==> src/rtl/draw_point_receiver.sv <==
// DrawPoint slave: buffers point strobes in a FIFO and writes them to the
// framebuffer over Avalon-MM, one single-beat write per point.
// Ports:
//   csi_dps_clock_clk / rsi_dps_reset_n  clock, async active-low reset
//   coe_dps_ul1Update, ul9PosX, ul9PosY, ul12Rgb12Data  point input
//   avm_fb_*  framebuffer master (address, write, writedata, waitrequest)
//   coe_dps_ul1Overflow  sticky FIFO-full point loss
//   coe_dps_ul1Busy  FIFO non-empty or write pending
//   coe_dps_ul16DropCount  drop counter, only with DRAW_POINT_RECEIVER_STATS_EN
module draw_point_receiver #(
    parameter int HRES       = 320,
    parameter int VRES       = 240,
    parameter int FIFO_DEPTH = 16,
    parameter int ADDR_W     = 17
) (
    input  logic              csi_dps_clock_clk,
    input  logic              rsi_dps_reset_n,
    input  logic              coe_dps_ul1Update,
    input  logic [8:0]        coe_dps_ul9PosX,
    input  logic [8:0]        coe_dps_ul9PosY,
    input  logic [11:0]       coe_dps_ul12Rgb12Data,
    output logic [ADDR_W-1:0] avm_fb_address,
    output logic              avm_fb_write,
    output logic [15:0]       avm_fb_writedata,
    input  logic              avm_fb_waitrequest,
`ifdef DRAW_POINT_RECEIVER_STATS_EN
    output logic [15:0]       coe_dps_ul16DropCount,
`endif
    output logic              coe_dps_ul1Overflow,
    output logic              coe_dps_ul1Busy
);

    localparam int PTR_W = (FIFO_DEPTH > 1) ? $clog2(FIFO_DEPTH) : 1;
    localparam logic [PTR_W:0] DEPTH_C = (PTR_W + 1)'(FIFO_DEPTH);
    localparam logic [9:0] HRES_C = 10'(HRES);
    localparam logic [9:0] VRES_C = 10'(VRES);

    typedef enum logic {
        IDLE,
        WRITE
    } state_t;

    state_t           state;
    logic [29:0]      fifoMem [FIFO_DEPTH];
    logic [PTR_W-1:0] wrPtr;
    logic [PTR_W-1:0] rdPtr;
    logic [PTR_W:0]   count;
    logic             inRange;
    logic             full;
    logic             push;
    logic             pop;
    logic [8:0]       headX;
    logic [8:0]       headY;
    logic [11:0]      headRgb;

    assign inRange = ({1'b0, coe_dps_ul9PosX} < HRES_C)
                  && ({1'b0, coe_dps_ul9PosY} < VRES_C);
    // Fullness uses the start-of-cycle count, so a same-cycle pop
    // never makes room for the incoming point.
    assign full = (count == DEPTH_C);
    assign push = coe_dps_ul1Update && inRange && !full;
    assign pop  = (state == IDLE) && (count != '0);
    assign {headX, headY, headRgb} = fifoMem[rdPtr];

    assign coe_dps_ul1Busy = (state != IDLE) || (count != '0);

    // Storage needs no reset; only the pointers define validity.
    always_ff @(posedge csi_dps_clock_clk) begin
        if (push) begin
            fifoMem[wrPtr] <= {coe_dps_ul9PosX, coe_dps_ul9PosY,
                               coe_dps_ul12Rgb12Data};
        end
    end

    // Pointers wrap naturally because the depth is a power of two.
    always_ff @(posedge csi_dps_clock_clk or negedge rsi_dps_reset_n) begin
        if (!rsi_dps_reset_n) begin
            wrPtr <= '0;
            rdPtr <= '0;
            count <= '0;
        end else begin
            if (push) wrPtr <= wrPtr + 1'b1;
            if (pop)  rdPtr <= rdPtr + 1'b1;
            unique case ({push, pop})
                2'b10:   count <= count + 1'b1;
                2'b01:   count <= count - 1'b1;
                default: count <= count;
            endcase
        end
    end

    always_ff @(posedge csi_dps_clock_clk or negedge rsi_dps_reset_n) begin
        if (!rsi_dps_reset_n) begin
            coe_dps_ul1Overflow <= 1'b0;
        end else if (coe_dps_ul1Update && inRange && full) begin
            coe_dps_ul1Overflow <= 1'b1;
        end
    end

    always_ff @(posedge csi_dps_clock_clk or negedge rsi_dps_reset_n) begin
        if (!rsi_dps_reset_n) begin
            state            <= IDLE;
            avm_fb_write     <= 1'b0;
            avm_fb_address   <= '0;
            avm_fb_writedata <= '0;
        end else begin
            unique case (state)
                IDLE: begin
                    if (pop) begin
                        avm_fb_address   <= ADDR_W'(headY) * ADDR_W'(HRES)
                                          + ADDR_W'(headX);
                        avm_fb_writedata <= {4'h0, headRgb};
                        avm_fb_write     <= 1'b1;
                        state            <= WRITE;
                    end
                end
                WRITE: begin
                    if (!avm_fb_waitrequest) begin
                        avm_fb_write <= 1'b0;
                        state        <= IDLE;
                    end
                end
                default: begin
                    avm_fb_write <= 1'b0;
                    state        <= IDLE;
                end
            endcase
        end
    end

`ifdef DRAW_POINT_RECEIVER_STATS_EN
    logic drop;

    // A point that is both out of range and hits a full FIFO counts once.
    assign drop = coe_dps_ul1Update && (!inRange || full);

    always_ff @(posedge csi_dps_clock_clk or negedge rsi_dps_reset_n) begin
        if (!rsi_dps_reset_n) begin
            coe_dps_ul16DropCount <= '0;
        end else if (drop && (coe_dps_ul16DropCount != 16'hFFFF)) begin
            coe_dps_ul16DropCount <= coe_dps_ul16DropCount + 16'd1;
        end
    end
`endif

endmodule

==> config.mk <==
export PLATFORM = sky130hd
export DESIGN_NAME = draw_point_receiver
export DESIGN_NICKNAME = d
export VERILOG_FILES = /design/src/rtl/draw_point_receiver.sv
export SDC_FILE = /design/constraint.sdc
export NUM_CORES = 1
export LEC_CHECK = 0
export BUFFER_PORTS_ARGS = -buffer_cell sky130_fd_sc_hd__buf_4
export CAP_MARGIN = 0
export CORE_MARGIN = 1.5
export CORE_UTILIZATION = 34
export DETAILED_ROUTE_END_ITERATION = 6
export PLACE_DENSITY = 0.6
export SYNTH_ARGS = -nofsm -noshare
export SYNTH_HDL_FRONTEND = slang
export SYNTH_SLANG_ARGS = --single-unit
==> constraint.sdc <==
create_clock -name csi_dps_clock_clk -period 5.8 [get_ports csi_dps_clock_clk]
set_input_delay 1.16 -clock csi_dps_clock_clk [delete_from_list [all_inputs] [get_ports csi_dps_clock_clk]]
set_output_delay 1.16 -clock csi_dps_clock_clk [all_outputs]
set_load 0.02 [all_outputs]
### Word level (Yosys, flattened, before mapping)

Memory sizes are Yosys's and may differ from the RTL's.
Cells that the tools add are included.

* register bits after elaboration: 45
* RAM bits: 480
* bits of input ports: 34
* output and inout port bits: 36
* logic and storage cells: 43
* memories: 1

* add/sub/neg operators: 5
* $mul: 1
* order comparisons: 2
* equality and inequality tests: 5
* muxes and demuxes: 9
* bitwise gates (word level): 1
* reductions and logical operators: 11

Memories
* fifoMem: words 16, width 30, rd ports 1, clocked after Yosys merged registers in 0, write ports 1, RTL line 44 `logic [29:0] fifoMem [FIFO_DEPTH];`

Operator list (number)
* 17-bit by 9-bit adder with 17-bit output: 1
* 9-bit by 3-bit multiplier with 11-bit output, second input constant: 1
* 5-bit one-hot mux with 2 select lines: 1
* 9-bit by 8-bit < comparator with 1-bit output, second input constant: 1
* 9-bit < comparator, second input constant: 1
* 4-bit by 1-bit adder with 4-bit output, second input constant: 2
* 1-bit two-way mux: 6
* 5-bit by 1-bit adder with 5-bit output, second input constant: 1
* 5-bit equality test, second input constant: 1
* 1-bit logical AND: 5
* 5-bit nonzero test: 1
* 5-bit by 1-bit subtractor with 5-bit output, second input constant: 1
* 2-bit != test, second input constant: 2
* 1-bit one-hot mux with 2 select lines: 2
* 2-bit AND reduction: 2
* 2-bit by 1-bit equality test with 1-bit output, second input constant: 1
* 2-bit equality test, second input constant: 1
* 2-bit nonzero test: 1
* 1-bit zero test: 1
* 1-bit logical OR: 1
* 1-bit inverter: 1

### Longest topological paths before layout

Gate-level depths: netlist of the first run.

* depth after elaboration: 6
* gate-level depth with buffers: 15
* gate-level depth less buffers: 13

### Worst setup path after synthesis of the first run

Ideal clock, no wire load.

* path kind: input-to-reg
* start: input coe_dps_ul9PosX[7]
* end: memory fifoMem[3][0] (enable)
* setup time: 0.454 ns
* data arrival time: 4.159 ns
* required time: 5.346 ns
* setup slack: 1.187 ns
* stages on the path: 5
* path buffers: 0
* cells stage by stage: o21ai_0 > nand4b_1 > a21oi_1 > nand2_1 > nor3_1

* cells in the longest elaborated chain, start to end: 6

Ends and longest elaborated chain
* start: declaration: RTL line 19 `input logic [8:0] coe_dps_ul9PosX,`
* 9-bit < comparator: RTL line 56 `assign inRange = ({1'b0, coe_dps_ul9PosX} < HRES_C)`
* 1-bit logical AND: RTL line 57 `&& ({1'b0, coe_dps_ul9PosY} < VRES_C);`
* 1-bit logical AND (2 in series): RTL line 61 `assign push = coe_dps_ul1Update && inRange && !full;`
* 1-bit two-way mux: RTL line 69 `if (push) begin`
* 1-bit two-way mux (implied by the code): RTL line 70 `fifoMem[wrPtr] <= {coe_dps_ul9PosX, coe_dps_ul9PosY,`
* end: declaration: RTL line 44

Every way passes these cells.

### Worst setup path in the final report of the first run

* start: register rdPtr[0]
* end: register avm_fb_address[16]

* cells in the longest elaborated chain, start to end: 3

Ends and longest elaborated chain
* start: declaration: RTL line 46 `logic [PTR_W-1:0] rdPtr;`
* start signal: assignment: RTL line 83 `if (pop) rdPtr <= rdPtr + 1'b1;`
* memory 16 x 30 bit *
* 9-bit by 3-bit multiplier with 11-bit output: RTL line 110 `avm_fb_address <= ADDR_W'(headY) * ADDR_W'(HRES)`
* 17-bit by 9-bit adder with 17-bit output *: RTL line 111 `+ ADDR_W'(headX);`
* end signal: assignment: RTL line 110
* end: declaration: RTL line 22 `output logic [ADDR_W-1:0] avm_fb_address,`

Mark *: on every way between the ends. The rest lies on a longest branch, timed or not.
A chain may end at the register's enable or synchronous reset.

==> flow_summary.toml, run 1 <==
[die]
pin_count = 70
fp.dieH_um = 249
die_x_um = 249
die_area_mm2 = 0.0621
num_rows = 90
start_util_pct = 34.2
core_area_mm2 = 0.0601

[final_layout]
drive_gt1_share_pct = 31.0
final_nets = 1131
syn_to_final_growth_pct = 15.9
diodes = 0

[route]
firstDrtPassIters = 5
via_per_inst = 5.06
ant_nets = 0
drc_errors = 0
via_count = 9571
drt_wl_total_um = 45800
routedWlPerCell_um = 24.2
drtIter0Drc = 920

[global_route]
grt_pass1_wl_um = 67900
grt_pass1_vias = 10100
antenna_found_initial = 2
gr-usage-all-layers_pct = 15.0
grt_remaining_overflow = 0
grt_max_degree = 54

[sta]
rsz0062_at_grt = "false"
hold_viol_final = 0
clock_skew_ns = 0.0202
fin_crit_ns = 4.48
timing.final.crit_share_pct = 77.3
clock.fmax_mhz = 223
setup_tns_ns = 0
slew_violations = 0
hold_ws_ns = 0.478
setup_viol = 0
slew_headroom_pct = 40.9
worst_pin_slew_ns = 0.884

[power_and_ir_drop]
powerDensity_mw_per_mm2 = 511
peakVddDrop_mv = 0.268
leakage_uw = 0.00788

[cts]
clk_latency_ns = 0.60
cts_resized = 0
cts_buffers = 53
cts_tree = "built"
cts_sinks = 525
cts_root_buffer = "clkbuf_16"
clockBufferDepth = 3
cts.htree.levels = 2
cts_setup_buffers = 0
clk_pin_slew_ns = 0.06
cts_hold_buf = 0

[yosys]
async_flop_share_pct = 8.57
synth_area_leaders = "edfxtp_1 (70%), mux4_2 (16%), dfrtp_1 (5.5%)"
ys_types = 39
ys_warn_count = 0
synth_most_common_cell = "edfxtp_1"
synthFlopType = "edfxtp_1"
synth_common_cells = "edfxtp_1 (480), mux4_2 (150), nand2_1 (86), dfrtp_1 (45), ha_1 (26)"
yosysSeqAreaShare_pct = 75.5
synth_top_area_share_pct = 70.0
synth_area_per_cell_um2 = 21.5
syn_inst = 958
yosys.area.top_type = "edfxtp_1"
synth_area_mm2 = 0.0206
ys_ff_latch = 525
synth_enable_flop_cells = 480

[worst_setup_path]
worstRegToRegCells = 11
r2r_start = "rdPtr[0]"
cp_cell_sequence = "mux4_2 -> mux4_2 -> ha_1 -> ha_1 -> fa_1 -> a211o_1 -> and3_1 -> o311ai_1 -> nand4_1 -> xnor2_1 -> o21ai_1"
r2r_slack_ns = 1.32
path_max_fanout = 36
crit_arrival_ns = 4.94
end_kind = "flop"
setup.worst_path.start_class = "flop"
cpPeakStageDelay_ns = 0.87
crit_type = "reg2reg"
slowest_stage = "dfrtp_4"
crit_path_end = "avm_fb_address[16]"
r2r-end = "avm_fb_address[16]"
critPathRequiredTime_ns = 6.25
startpoint = "rdPtr[0]"

[place]
dp_hpwl_um = 25900
place.gp.congestion = 0.744
io_buffers = 65

[flow_run]
drv_cap = 0

[hold_path]
hp-class = "reg2reg"

[run_status]
status = "finished, final reports clean"
## report_power, final
part | total (µW) | switching, µW | internal (µW)
Clock | 3300 | 1390 | 1910
Combinational | 4150 | 2110 | 2040
Sequential | 4750 | 349 | 4400
Total | 12200 | 3850 | 8350
## worst min path at each step
stage / from / endpoint / slack (ns) / cells past startpoint
finish: avm_fb_writedata[2] / avm_fb_writedata[2] / 0.48 / 2
global route: avm_fb_writedata[2] / avm_fb_writedata[2] / 0.50 / 2
CTS: avm_fb_address[12] / avm_fb_address[12] / 0.48 / 2
detailed placement: avm_fb_writedata[0] / avm_fb_writedata[0] / 0.46 / 2
global placement: avm_fb_address[12] / avm_fb_address[12] / 0.46 / 2
floorplan: state / avm_fb_write / 0.45 / 1
## cell usage in the layout (no fill, tap or decap), types with 4 or more instances in the layout
cell and n:
xor2_1 10, clkbuf_1 20, nand2b_1 5, nor3_2 4
edfxtp_1 480, clkinv_2 7, ha_1 26, a21o_1 5
nor2b_1 4, nor2_4 12, nand2_1 86, o21ai_0 9
dfrtp_1 41, clkbuf_8 4, mux4_2 150, inv_1 11
clkbuf_16 53, a21oi_1 10, nor2_1 5, conb_1 4
o21ai_1 4, xnor2_1 13, nand4_1 6, bufinv_16 4
buf_4 100, clkinv_1 6
## through the flow
step	utilization [%]	instance area [µm²]	power [µW]	std cells	setup slack, ns
after global placement	36.9	22200	9010	1795	1.24
after floorplan	-	20600	7910	961	1.19
after detailed placement	36.9	22200	9040	1795	1.26
final	39.7	23900	12200	1891	1.32
after CTS	39.7	23900	12400	1891	1.25
after global routing	39.7	23900	12900	1891	0.991
## kinds of logic after synthesis
family | synth area share, %
other | 0.0182
AND/OR/NAND/NOR | 2.73
XOR/XNOR | 0.978
adder cells (fa/ha/maj) | 1.87
AO/OA/AOI/OAI | 1.06
multiplexers | 16.5
flip-flops | 75.5
buffers and inverters | 1.37
## state kept, by name (all words and copies together), names as in the netlist
register,flops
fifoMem,480
avm_fb_address,17
avm_fb_writedata,12
count,5
rdPtr,4
wrPtr,4
avm_fb_write,1
coe_dps_ul1Overflow,1
state,1
## critical path: cells and delay by family (launching register included)
family	cells	cell delay (ns)
adder cells (fa/ha/maj)	3	1.01
flip-flops	1	0.87
multiplexers	2	1.12
AND/OR/NAND/NOR	2	0.36
AO/OA/AOI/OAI	3	0.76
XOR/XNOR	1	0.17
## layout make-up
class,instances,area [µm²]
clock buffer,77,1460
clock inverter,19,195
fill,5342,36300
inverter,12,45.0
multi-input combinational,376,4890
sequential,525,15500
tap,782,978
timing repair buffer,100,751
## routing by layer
layer	vias up	global-route usage [%]	share of wire, %
met2	263	24.2	48
met4	4	4.34	2.0
met5	-	0	0.068
met1	5111	20.8	45
li1	4127	-	-
met3	66	2.55	5.1
No activity file was read; power rests on OpenSTA's default activity.
==> run 2: changes to the inputs <==
--- a/config.mk
+++ b/config.mk
@@ -5,6 +5,7 @@
 export SDC_FILE = /design/constraint.sdc
 export NUM_CORES = 1
 export LEC_CHECK = 0
+export ABC_AREA = 1
 export BUFFER_PORTS_ARGS = -buffer_cell sky130_fd_sc_hd__buf_4
 export CAP_MARGIN = 0
 export CORE_MARGIN = 1.5
==> constraint.sdc (replaced) <==
create_clock -name csi_dps_clock_clk -period 4.5 [get_ports csi_dps_clock_clk]
set_input_delay 0.9 -clock csi_dps_clock_clk [delete_from_list [all_inputs] [get_ports csi_dps_clock_clk]]
set_output_delay 0.9 -clock csi_dps_clock_clk [all_outputs]
set_load 0.02 [all_outputs]
==> flow_summary.toml, run 2 <==
[route]
routed-wl-met3_um = 3470
wl_met1_um = 22800
maxUsedRoutingLayer = "met4"
via_count = 13400
firstDrtPassIters = 5
ant_nets = 0
drtIter0Drc = 1191
drt_wl_total_um = 53700
wl_met2_um = 26000
routedWlPerCell_um = 20.8
drc_errors = 0
via_per_inst = 5.18

[die]
die_x_um = 253
fp.dieH_um = 253
start_util_pct = 34.4
pin_count = 70
num_rows = 91
die_area_mm2 = 0.0640
core_area_mm2 = 0.0617

[place]
place.gp.congestion = 0.796
io_buffers = 65
dp_hpwl_um = 29900

[sta]
worst_pin_slew_ns = 1.16
setup_viol = 0
slew_headroom_pct = 22.7
setup_tns_ns = 0
timing.final.crit_share_pct = 85.0
clock.fmax_mhz = 261
hold_viol_final = 0
fin_crit_ns = 3.82
clock_skew_ns = 0.0293
slew_violations = 0
rsz0062_at_grt = "false"

[power_and_ir_drop]
p_seq_share_pct = 35.4
peakVddDrop_mv = 0.466
powerDensity_mw_per_mm2 = 679
power_switching_share_pct = 38.5
intPower_uw = 10300
power_frac_comb_pct = 38.3
leakage_uw = 0.00834
power.switching_uw = 6430
p_clk_share_pct = 26.3
fin_total_pwr_uw = 16700

[worst_setup_path]
setup.worst_path.start_class = "flop"
end_kind = "flop"
crit_type = "reg2reg"
cpPeakStageDelay_ns = 0.52
worst-path-buf-inv = 2
crit_top_cell = "nand2_1"
crit_family = "adder cells"
cp_cell_sequence = "clkinv_2 -> o21ai_0 -> o22ai_1 -> o211ai_1 -> nand2_1 -> ha_1 -> ha_1 -> fa_1 -> xnor2_1 -> nor2_1 -> nand2_1 -> nor2_1 -> nand3_1 -> inv_1 -> nand2_1 -> nand2_1 -> nand2_1 -> nand2_1"
path_max_fanout = 42
critPathRequiredTime_ns = 5.03
crit_arrival_ns = 4.36
slowest_stage = "dfrtp_4"

[yosys]
synth_area_leaders = "edfxtp_1 (68%), o21ai_0 (5.8%), dfrtp_1 (5.3%)"
synth_top_area_share_pct = 67.8
yosysSeqAreaShare_pct = 73.1
ys_ff_latch = 525
ys_types = 37
syn_inst = 1635
synth_most_common_cell = "edfxtp_1"
synth_enable_flop_cells = 480
synth_area_mm2 = 0.0213
synth_area_per_cell_um2 = 13.0
synthFlopType = "edfxtp_1"
synth_common_cells = "edfxtp_1 (480), nor2_1 (277), o21ai_0 (245), nand2_1 (134), o221ai_1 (79)"
ys_warn_count = 0
yosys.area.top_type = "edfxtp_1"
async_flop_share_pct = 8.57

[global_route]
grt_max_degree = 115
grt_pass1_wl_um = 81700
grt_remaining_overflow = 0
gr-usage-all-layers_pct = 16.9
antenna_found_initial = 1
grt_pass1_vias = 13100

[cts]
cts_buffers = 54
cts_hold_buf = 0
cts_tree = "built"
cts_sinks = 525
clk_pin_slew_ns = 0.06
clockBufferDepth = 3
cts_root_buffer = "clkbuf_16"
clk_latency_ns = 0.62
cts_setup_buffers = 0
cts_resized = 0
cts.htree.levels = 2

[final_layout]
final_common_cell = "edfxtp_1"
top_register = "fifoMem"
drive_gt1_share_pct = 12.3
top_regs = "fifoMem: 480 flops, avm_fb_address: 17 flops, avm_fb_writedata: 12 flops"
largest_reg_flops = 480
n_fill_cell = 5807
multi_input_area_mm2 = 0.00509
most-common-layout-cells = "edfxtp_1 (480), nor2_1 (261), o21ai_0 (245)"
final_nets = 1756
syn_to_final_growth_pct = 15.8
regArea_mm2 = 0.0155

[run_status]
status = "finished, final reports clean"

[hold_path]
hp-class = "in2async"

[flow_run]
drv_cap = 0
-- run 2: cell count changes after synthesis, sizes merged, moves of 11 or more --
| cell | previous run | this run |
|---|---|---|
| a21oi | 10 | 23 |
| a31oi | 0 | 19 |
| buf | 27 | 48 |
| clkbuf | 21 | 59 |
| inv | 12 | 58 |
| mux4 | 150 | 0 |
| nand2 | 86 | 136 |
| nand3 | 0 | 59 |
| nor2 | 17 | 277 |
| o211ai | 0 | 17 |
| o21ai | 13 | 250 |
| o221ai | 0 | 79 |
| o22ai | 0 | 27 |
| xnor2 | 13 | 2 |
-- run 2: final cells by class --
class                      count  area share [%]
sequential                   525            63.2
multi-input combinational    948            20.7
clock buffer                  68            5.95
tap                          837            4.26
timing repair buffer         106            3.84
clock inverter                33            1.16
inverter                      58           0.910
antenna                        1          0.0102
-- run 2: kinds of logic after synthesis --
group                      count (synthesis)  synth area share, %
buffers and inverters                    165                 3.57
other                                      1               0.0176
adders and majority gates                 29                 1.81
muxes                                      2               0.0942
xor gates and xnor gates                  11                0.453
and+or+nand+nor                          482                 9.11
AOI/OAI and AO/OA                        420                 11.8
DFF                                      525                 73.1
-- run 2: path summary, 6_finish.rpt --
kind | from | slack [ns] | endpoint | depth (start not counted)
setup / recovery | rdPtr[1] | 0.68 | avm_fb_address[16] | 18
setup reg to reg | rdPtr[1] | 0.68 | avm_fb_address[16] | 18
hold / removal | rsi_dps_reset_n | 0.36 | avm_fb_writedata[11] | 1
max in group asynchronous | rsi_dps_reset_n | 3.50 | rdPtr[0] | 1
hold reg to reg | avm_fb_address[6] | 0.48 | avm_fb_address[6] | 2
min in group csi_dps_clock_clk | avm_fb_address[6] | 0.48 | avm_fb_address[6] | 2
-- run 2: worst register-to-register path, cell delays in order, from the launching register on --
cell and delay, ns:
dfrtp_4 0.52, clkinv_2 0.50, o21ai_0 0.27, o22ai_1 0.09, o211ai_1 0.20, nand2_1 0.15, ha_1 0.33, ha_1 0.24
fa_1 0.49, xnor2_1 0.18, nor2_1 0.15, nand2_1 0.10, nor2_1 0.13, nand3_1 0.10, inv_1 0.06, nand2_1 0.05
nand2_1 0.05, nand2_1 0.06, nand2_1 0.08
-- run 2: power by group through the flow --
stage | clock network [µW] | logic, µW | registers [µW]
3_5_place_dp | 0 | 6400 | 6020
6_report | 4400 | 6400 | 5920
4_1_cts | 4480 | 6440 | 5920
5_1_grt | 4650 | 7210 | 5960
2_1_floorplan | 0 | 4430 | 6070
3_3_place_gp | 0 | 6300 | 6010
-- run 2: through the flow --
stage	instance area [µm²]	hold WS (ns)	cells	util [%]	setup slack [ns]
detailed placement	22900	0.470	2474	37.0	0.299
CTS	24600	0.363	2575	39.9	0.665
finish	24600	0.360	2576	39.9	0.676
global placement	22900	0.475	2474	37.0	0.329
floorplan	21300	0.483	1638	-	1.13
global route	24600	0.414	2576	39.9	0.250
-- run 2: per-layer routing --
metal | vias up | GRT usage, %
li1 | 6166 | -
met1 | 6659 | 22.3
met2 | 438 | 28.2
met3 | 92 | 2.96
met4 | 0 | 5.58
met5 | - | 0
